## config.mk

```make
export PLATFORM = sky130hd
export DESIGN_NAME = ps2_rx
export DESIGN_NICKNAME = d
export VERILOG_FILES = /design/src/rtl/ps2_pkg.sv /design/src/rtl/ps2_filter.sv /design/src/rtl/ps2_rx.sv
export SDC_FILE = /design/constraint.sdc
export NUM_CORES = 1
export LEC_CHECK = 0
export CAP_MARGIN = 5
export CELL_PAD_IN_SITES_DETAIL_PLACEMENT = 1
export CELL_PAD_IN_SITES_GLOBAL_PLACEMENT = 2
export CORE_ASPECT_RATIO = 1.4
export CORE_UTILIZATION = 25
export DETAILED_ROUTE_END_ITERATION = 10
export DONT_BUFFER_PORTS = 1
export PLACE_DENSITY = 0.54
export SYNTH_ARGS = -nofsm -noshare
export SYNTH_HDL_FRONTEND = slang
export SYNTH_HIERARCHICAL = 1
export SYNTH_SLANG_ARGS = --single-unit
```

## constraint.sdc

```tcl
create_clock -name OSCCLK -period 2.3 [get_ports OSCCLK]
set_input_delay 0.69 -clock OSCCLK [delete_from_list [all_inputs] [get_ports OSCCLK]]
set_output_delay 0.69 -clock OSCCLK [all_outputs]
set_load 0.01 [all_outputs]
```

## src/rtl/ps2_pkg.sv

```systemverilog
// Shared frame constants, receiver state encoding and parity helper
// for the PS/2 keyboard receiver.
package ps2_pkg;

    localparam int   FRAME_BITS = 11;
    localparam int   DATA_BITS  = FRAME_BITS - 3;
    localparam logic START_VAL  = 1'b0;
    localparam logic STOP_VAL   = 1'b1;

    typedef enum logic [1:0] {
        ST_IDLE   = 2'd0,
        ST_DATA   = 2'd1,
        ST_PARITY = 2'd2,
        ST_STOP   = 2'd3
    } ps2_state_t;

    // PS/2 uses odd parity over the data byte plus the parity bit.
    function automatic logic parity_ok(input logic [DATA_BITS-1:0] data, input logic par);
        return ^{data, par};
    endfunction

endpackage

```

## src/rtl/ps2_filter.sv

```systemverilog
// Synchronizes the raw PS/2 clock, rejects short glitches and emits a
// one-cycle strobe on each accepted falling edge.
module ps2_filter #(
    parameter int FILTER_LEN = 8
) (
    input  logic clk,
    input  logic rst_n,
    input  logic ps2_clk,
    output logic fall_stb
);

    localparam int CNT_W = (FILTER_LEN > 1) ? $clog2(FILTER_LEN + 1) : 1;

    logic [1:0]       sync_q;
    logic             filt_q;
    logic [CNT_W-1:0] cnt_q;

    always_ff @(posedge clk or negedge rst_n) begin
        if (!rst_n) begin
            sync_q   <= 2'b11;
            filt_q   <= 1'b1;
            cnt_q    <= '0;
            fall_stb <= 1'b0;
        end else begin
            sync_q   <= {sync_q[0], ps2_clk};
            fall_stb <= 1'b0;
            // Any sample that agrees with the current level restarts the run.
            if (sync_q[1] != filt_q) begin
                if (cnt_q == CNT_W'(FILTER_LEN - 1)) begin
                    filt_q   <= sync_q[1];
                    cnt_q    <= '0;
                    fall_stb <= filt_q;
                end else begin
                    cnt_q <= cnt_q + 1'b1;
                end
            end else begin
                cnt_q <= '0;
            end
        end
    end

endmodule

```

## src/rtl/ps2_rx.sv

```systemverilog
// PS/2 device-to-host frame receiver with a one-byte holding register,
// parity/stop/timeout checking and overrun detection.
module ps2_rx
    import ps2_pkg::*;
#(
    parameter int CLK_HZ     = 50000000,
    parameter int FILTER_LEN = 8,
    parameter int TIMEOUT_US = 200
) (
    input  logic                 OSCCLK,
    input  logic                 RESET_n,
    input  logic                 ps2_clk,
    input  logic                 ps2_data,
    output logic [DATA_BITS-1:0] rx_data,
    output logic                 rx_valid,
    input  logic                 rx_ready,
    output logic                 parity_err,
    output logic                 frame_err,
    output logic                 overrun
);

    localparam longint unsigned TIMEOUT_CYC = 64'(TIMEOUT_US) * 64'(CLK_HZ) / 64'd1000000;
    localparam int              TO_W        = $clog2(TIMEOUT_CYC + 1);
    localparam int              BIT_W       = $clog2(DATA_BITS);

    logic                 clk_fall;
    logic [1:0]           data_sync;
    logic                 data_s;

    ps2_state_t           state;
    logic [BIT_W-1:0]     bit_cnt;
    logic [DATA_BITS-1:0] shift_reg;
    logic                 par_bit;
    logic [TO_W-1:0]      to_cnt;
    logic                 to_hit;

    ps2_filter #(
        .FILTER_LEN (FILTER_LEN)
    ) u_clk_filter (
        .clk      (OSCCLK),
        .rst_n    (RESET_n),
        .ps2_clk  (ps2_clk),
        .fall_stb (clk_fall)
    );

    always_ff @(posedge OSCCLK or negedge RESET_n) begin
        if (!RESET_n) begin
            data_sync <= 2'b11;
        end else begin
            data_sync <= {data_sync[0], ps2_data};
        end
    end

    assign data_s = data_sync[1];
    assign to_hit = (state != ST_IDLE) && (to_cnt == TO_W'(TIMEOUT_CYC - 1));

    always_ff @(posedge OSCCLK or negedge RESET_n) begin
        if (!RESET_n) begin
            state      <= ST_IDLE;
            bit_cnt    <= '0;
            shift_reg  <= '0;
            par_bit    <= 1'b0;
            to_cnt     <= '0;
            rx_data    <= '0;
            rx_valid   <= 1'b0;
            parity_err <= 1'b0;
            frame_err  <= 1'b0;
            overrun    <= 1'b0;
        end else begin
            parity_err <= 1'b0;
            frame_err  <= 1'b0;
            overrun    <= 1'b0;

            if (rx_valid && rx_ready) begin
                rx_valid <= 1'b0;
            end

            if (clk_fall) begin
                to_cnt <= '0;
                case (state)
                    ST_IDLE: begin
                        if (data_s == START_VAL) begin
                            state   <= ST_DATA;
                            bit_cnt <= '0;
                        end
                    end
                    ST_DATA: begin
                        shift_reg <= {data_s, shift_reg[DATA_BITS-1:1]};
                        bit_cnt   <= bit_cnt + 1'b1;
                        if (bit_cnt == BIT_W'(DATA_BITS - 1)) begin
                            state <= ST_PARITY;
                        end
                    end
                    ST_PARITY: begin
                        par_bit <= data_s;
                        state   <= ST_STOP;
                    end
                    ST_STOP: begin
                        state   <= ST_IDLE;
                        bit_cnt <= '0;
                        if (data_s != STOP_VAL) begin
                            frame_err <= 1'b1;
                        end else if (!parity_ok(shift_reg, par_bit)) begin
                            parity_err <= 1'b1;
                        end else if (!rx_valid || rx_ready) begin
                            // A consume in this same cycle frees the register for the new byte.
                            rx_data  <= shift_reg;
                            rx_valid <= 1'b1;
                        end else begin
                            overrun <= 1'b1;
                        end
                    end
                    default: state <= ST_IDLE;
                endcase
            end else if (to_hit) begin
                state     <= ST_IDLE;
                bit_cnt   <= '0;
                shift_reg <= '0;
                to_cnt    <= '0;
                frame_err <= 1'b1;
            end else if (state != ST_IDLE) begin
                to_cnt <= to_cnt + 1'b1;
            end
        end
    end

endmodule

```

After elaboration in Yosys (flattened, before gate mapping):

Cells that the tools add are included.

* $add $sub $neg: 3
* multipliers: 0
* divide/modulo/power cells: 0
* magnitude comparators: 0
* equal/unequal tests: 11
* shift operators: 0
* muxes and demuxes: 38
* bitwise gates (word level): 0
* reduce and logical (&&, ||, !) cells: 15

Operator list (count)
* $mux W14: 3
* $mux W8: 3
* $mux W1: 21
* $add A14 B1 Y14 const B: 1
* $eq A14 B14 Y1 const B: 1
* $mux W3: 3
* $pmux W3 S3: 1
* $reduce_xor A9 Y1: 1
* $mux W2: 4
* $mux W4: 2
* $pmux W2 S4: 1
* $ne A3 B3 Y1 const B: 2
* $reduce_and A2 Y1: 3
* $reduce_and A3 Y1: 2
* $reduce_and A5 Y1: 1
* $add A4 B1 Y4 const B: 1
* $eq A2 B2 Y1 const B: 2
* $eq A4 B3 Y1 const B: 1
* $ne A4 B4 Y1 const B: 1
* $reduce_bool A2 Y1: 2
* $add A3 B1 Y3 const B: 1
* $eq A3 B3 Y1 const B: 1
* $reduce_bool A3 Y1: 1
* $eq A2 B1 Y1 const B: 1
* 6 further kinds: 7

* flip-flop bits (word level): 50
* latch bits: 0
* RAM bits: 0
* ROM bits: 0
* input port bits: 5
* output and inout port bits: 12
* logic and storage cells: 82
* memories kept: 0

Depth between registers and ports, before layout:

* depth after elaboration: 7
* depth in mapped cells: 8
* mapped depth without buffers: 6

Cells and area by module:

The synthesis kept the hierarchy.

Modules (own cells, without submodules)
* ps2_rx: instances 1, cells each 166, area each 1975.6 µm², seq. area each 1053.5 µm²
* ps2_filter: instances 1, cells each 21, area each 321.6 µm², seq. area each 203.9 µm²

Worst setup path before layout:

OpenSTA, ideal clock, no wires.

* path kind: flip-flop to flip-flop
* from: register state[0]
* to: register bit_cnt[0]
* setup time: 0.125 ns
* arrival: 1.938 ns
* required time: 2.175 ns
* slack: 0.237 ns
* stages on the path, launching flop included: 8
* buffers on the path: 1
* clock period less this slack: 2.063 ns
* cell sequence: dfrtp_1 > inv_1 > ha_1 > buf_2 > and4b_1 > nand4_1 > o21ai_0 > mux2_2

* cells in the longest elaborated chain, start to end: 4
* elaborated cells on any way between the ends: 11
* those cells by class: eq/ne (4); mux (2); reduce/logical (5)

Ends and longest elaborated chain
* start, declared: RTL line ps2_rx.sv:30 `ps2_state_t state;`
* start signal, assigned: RTL line ps2_rx.sv:59 `state <= ST_IDLE;`
* start signal, assigned: RTL line ps2_rx.sv:83 `state <= ST_DATA;`
* start signal, assigned: RTL line ps2_rx.sv:91 `state <= ST_PARITY;`
* branches (longest 4 deep; another with $ne A4 B4 Y1)
* end signal, assigned: RTL line ps2_rx.sv:89 `bit_cnt <= bit_cnt + 1'b1;`
* end, declared: RTL line ps2_rx.sv:31 `logic [BIT_W-1:0] bit_cnt;`

Parallel ways; which one is timed is not known.
A chain may end at the register's enable or synchronous reset.

Worst setup path after layout:

Ends and elaborated chain as after synthesis.

==> flow_metrics.env <==
export IMPL_p_int_w=0.00138
export IMPL_largest_reg_flops=14
export IMPL_pwr_share_clk_pct=41.9
export IMPL_switching_power_w=0.000425
export IMPL_grt_max_degree=51
export IMPL_tightestPinTransition_ps=486
export IMPL_worst_setup_path_start_kind="flop"
export IMPL_hold_slack_ps=89.6
export IMPL_status="finished clean"
export IMPL_vias=1417
export IMPL_cpPeakStageDelay_ps=410
export IMPL_p_leak_nw=1.24
export IMPL_seqPwrFrac_pct=53.0
export IMPL_synth_cell_type_count=40
export IMPL_dr_pass1_iters=4
export IMPL_synth_seq_area_share_pct=54.7
export IMPL_antenna_found_initial=0
export IMPL_fp_dieW_um=83.0
export IMPL_globalplace_congestion=0.716
export IMPL_clockBufferDepth=2
export IMPL_irDropWorstVdd_uv=356
export IMPL_switching_share_pct=23.5
export IMPL_drtIter0Drc=28
export IMPL_cts_tree="done"
export IMPL_rsz0062_at_grt="no"
export IMPL_cts_setup_buffers=0
export IMPL_clk_latency_ps=290
export IMPL_clock_sinks=50
export IMPL_wl_per_cell_um=15.9
export IMPL_worstPathRequired_ps=2480
export IMPL_critical_path_slowest_cell="dfrtp_1"
export IMPL_hp_class="in -> async"
export IMPL_dp_hpwl_um=3340
export IMPL_hold_viol=0
export IMPL_maxCapViolCount=0
export IMPL_grt_pass1_wl_um=8140
export IMPL_fillers=962
export IMPL_syn_inst=187
export IMPL_slew_violations=0
export IMPL_cp_max_fo=4
export IMPL_syn_avg_cell_area_um2=12.3
export IMPL_start_util_pct=25.6
export IMPL_yosysTopAreaCell="dfrtp_1"
export IMPL_cp_arrival_ps=2250
export IMPL_antenna_cells=0
export IMPL_syn_num_nets=200
export IMPL_via_per_inst=4.76
export IMPL_slew_headroom_pct=67.3
export IMPL_portBuffers=0
export IMPL_yosys_warnings=6
export IMPL_root_buffer="clkbuf_16"
export IMPL_ioPinCount=17
export IMPL_grt_ovfl_total=0
export IMPL_min_period_over_period_pct=90.3
export IMPL_setup_tns_ps=0
export IMPL_wl_um=4730
export IMPL_syn_area_mm2=0.00230
export IMPL_cts_made_buffers=5
export IMPL_synth_seq_cells=50
export IMPL_post_route_min_period_ps=2080
export IMPL_finalClockSkew_ps=7.59
export IMPL_ant_nets=0
export IMPL_cts_max_level=2
export IMPL_grt_pass1_vias=1627
export IMPL_ctsResizeCount=0
export IMPL_track_usage_pct=10.9
export IMPL_max_freq_mhz=482
export IMPL_setup_violations=0
export IMPL_layout_nets=203
export IMPL_crit_path_cell_trace="inv_1 > ha_1 > and4b_1 > nand4_1 > o21ai_0 > mux2_2"
export IMPL_die_height_um=115
export IMPL_synth_top_area_share_pct=49.0
export IMPL_clk_pin_slew_worst_paths_ps=70
export IMPL_crit_type="reg -> reg"
export IMPL_dieArea_mm2=0.00958
export IMPL_p_comb_share_pct=5.1
export IMPL_drive_gt1_share_pct=17.3
export IMPL_drc=0
export IMPL_endpoint_kind="flop"
export IMPL_coreArea_mm2=0.00898
export IMPL_power_per_cell_area_mw_per_mm2=702
export IMPL_syn_to_final_growth_pct=12.2
export IMPL_ys_top_cells_by_area="dfrtp_1, dfstp_2, mux2_2"
export IMPL_row_count=41
export IMPL_holdBufCountCts=0
kinds of logic after synthesis:
group / count (synthesis) / synth area share, %
AO/OA/AOI/OAI: 19 / 6.32
XOR/XNOR: 20 / 8.88
multiplexers: 17 / 8.71
buffers and inverters: 14 / 2.34
AND/OR/NAND/NOR: 59 / 14.7
flip-flops: 50 / 54.7
adder cells (fa/ha/maj): 8 / 4.36
power groups by stage:
stage	Clock, W	Sequential [W]	Combinational, W
floorplan	0	0.000965	0.0000762
global placement	0	0.000969	0.0000835
detailed placement	0	0.000975	0.0000939
CTS	0.000782	0.000959	0.0000956
global route	0.000822	0.000965	0.000103
finish	0.000758	0.000959	0.0000926
path summary, 6_finish.rpt:
check | cells after the start | start | endpoint | slack, ps
worst max-delay path | 6 | state[0] | bit_cnt[0] | 220
worst min-delay path | 0 | RESET_n | shift_reg[2] | 90
worst max register to register | 6 | state[0] | bit_cnt[0] | 220
worst min register to register | 0 | data_sync[0] | data_sync[1] | 360
max in group asynchronous | 0 | RESET_n | u_clk_filter/sync_q[1] | 2020
min in group OSCCLK | 0 | data_sync[0] | data_sync[1] | 360
metal layers:
metal / share of wire [%] / global-route usage (%)
met3: 3.2 / 2.35
met4: 1.6 / 4.14
met1: 42 / 12.3
met2: 53 / 20.3
met5: 0 / 0
cells in the mapped netlist:
library cell,instances
dfrtp_1,45
nor2_1,16
mux2_2,10
xor2_1,10
nand2_1,9
a22o_1,8
ha_1,8
xnor2_1,8
clkbuf_1,7
inv_1,6
nand4_1,6
dfstp_2,5
mux2i_1,5
nand3_1,5
nor2b_1,5
nor3_1,3
o21ai_0,3
and2_1,2
and4_1,2
and4b_1,2
nor3b_1,2
o22ai_1,2
a21boi_0,1
a21oi_1,1
and3_1,1
and3b_1,1
buf_2,1
mux2_4,1
mux2i_4,1
nand2b_1,1
nand3b_4,1
nor3b_2,1
nor4b_1,1
o211ai_1,1
o21ba_2,1
o221ai_1,1
o311ai_0,1
or3_1,1
xnor3_1,1
xnor3_2,1
cells in the final DEF, fill, tap and decap left out, drive strengths merged, types with 3 or more instances in the layout:
| master | count |
|---|---|
| nand3 | 5 |
| nor3 | 3 |
| mux2 | 11 |
| a22o | 8 |
| dfrtp | 45 |
| ha | 8 |
| clkbuf | 5 |
| o21ai | 3 |
| inv | 8 |
| xnor2 | 8 |
| mux2i | 6 |
| xor2 | 10 |
| nor2b | 5 |
| nand2 | 9 |
| nor2 | 16 |
| nand4 | 6 |
| dfstp | 5 |
| nor3b | 3 |
| buf | 4 |
layout make-up:
cell class,count,area [um2],area share [%]
clock buffer,5,125,4.85
clock inverter,3,22.5,0.874
inverter,6,22.5,0.874
multi-input combinational,123,986,38.3
sequential,50,1260,48.8
tap,107,134,5.19
timing repair buffer,4,30.0,1.17
per-stage QoR:
step | area (um2) | instances | worst slack (ps) | power, W | util [%]
finish | 2580 | 298 | 224 | 0.00181 | 28.7
global route | 2580 | 298 | 47.0 | 0.00189 | 28.7
CTS | 2580 | 298 | 206 | 0.00184 | 28.7
detailed placement | 2430 | 290 | 225 | 0.00107 | 27.1
global placement | 2430 | 290 | 271 | 0.00105 | 27.1
floorplan | 2300 | 187 | 237 | 0.00104 | -
critical path, delay by kind of cell, from the launching register on:
| kind | cells | cell delay (ps) |
|---|---|---|
| adder cells (fa/ha/maj) | 1 | 210 |
| AND/OR/NAND/NOR | 2 | 520 |
| buffers and inverters | 1 | 100 |
| flip-flops | 1 | 410 |
| multiplexers | 1 | 370 |
| AO/OA/AOI/OAI | 1 | 340 |
Note: power is estimated with default switching activity, not from simulation.
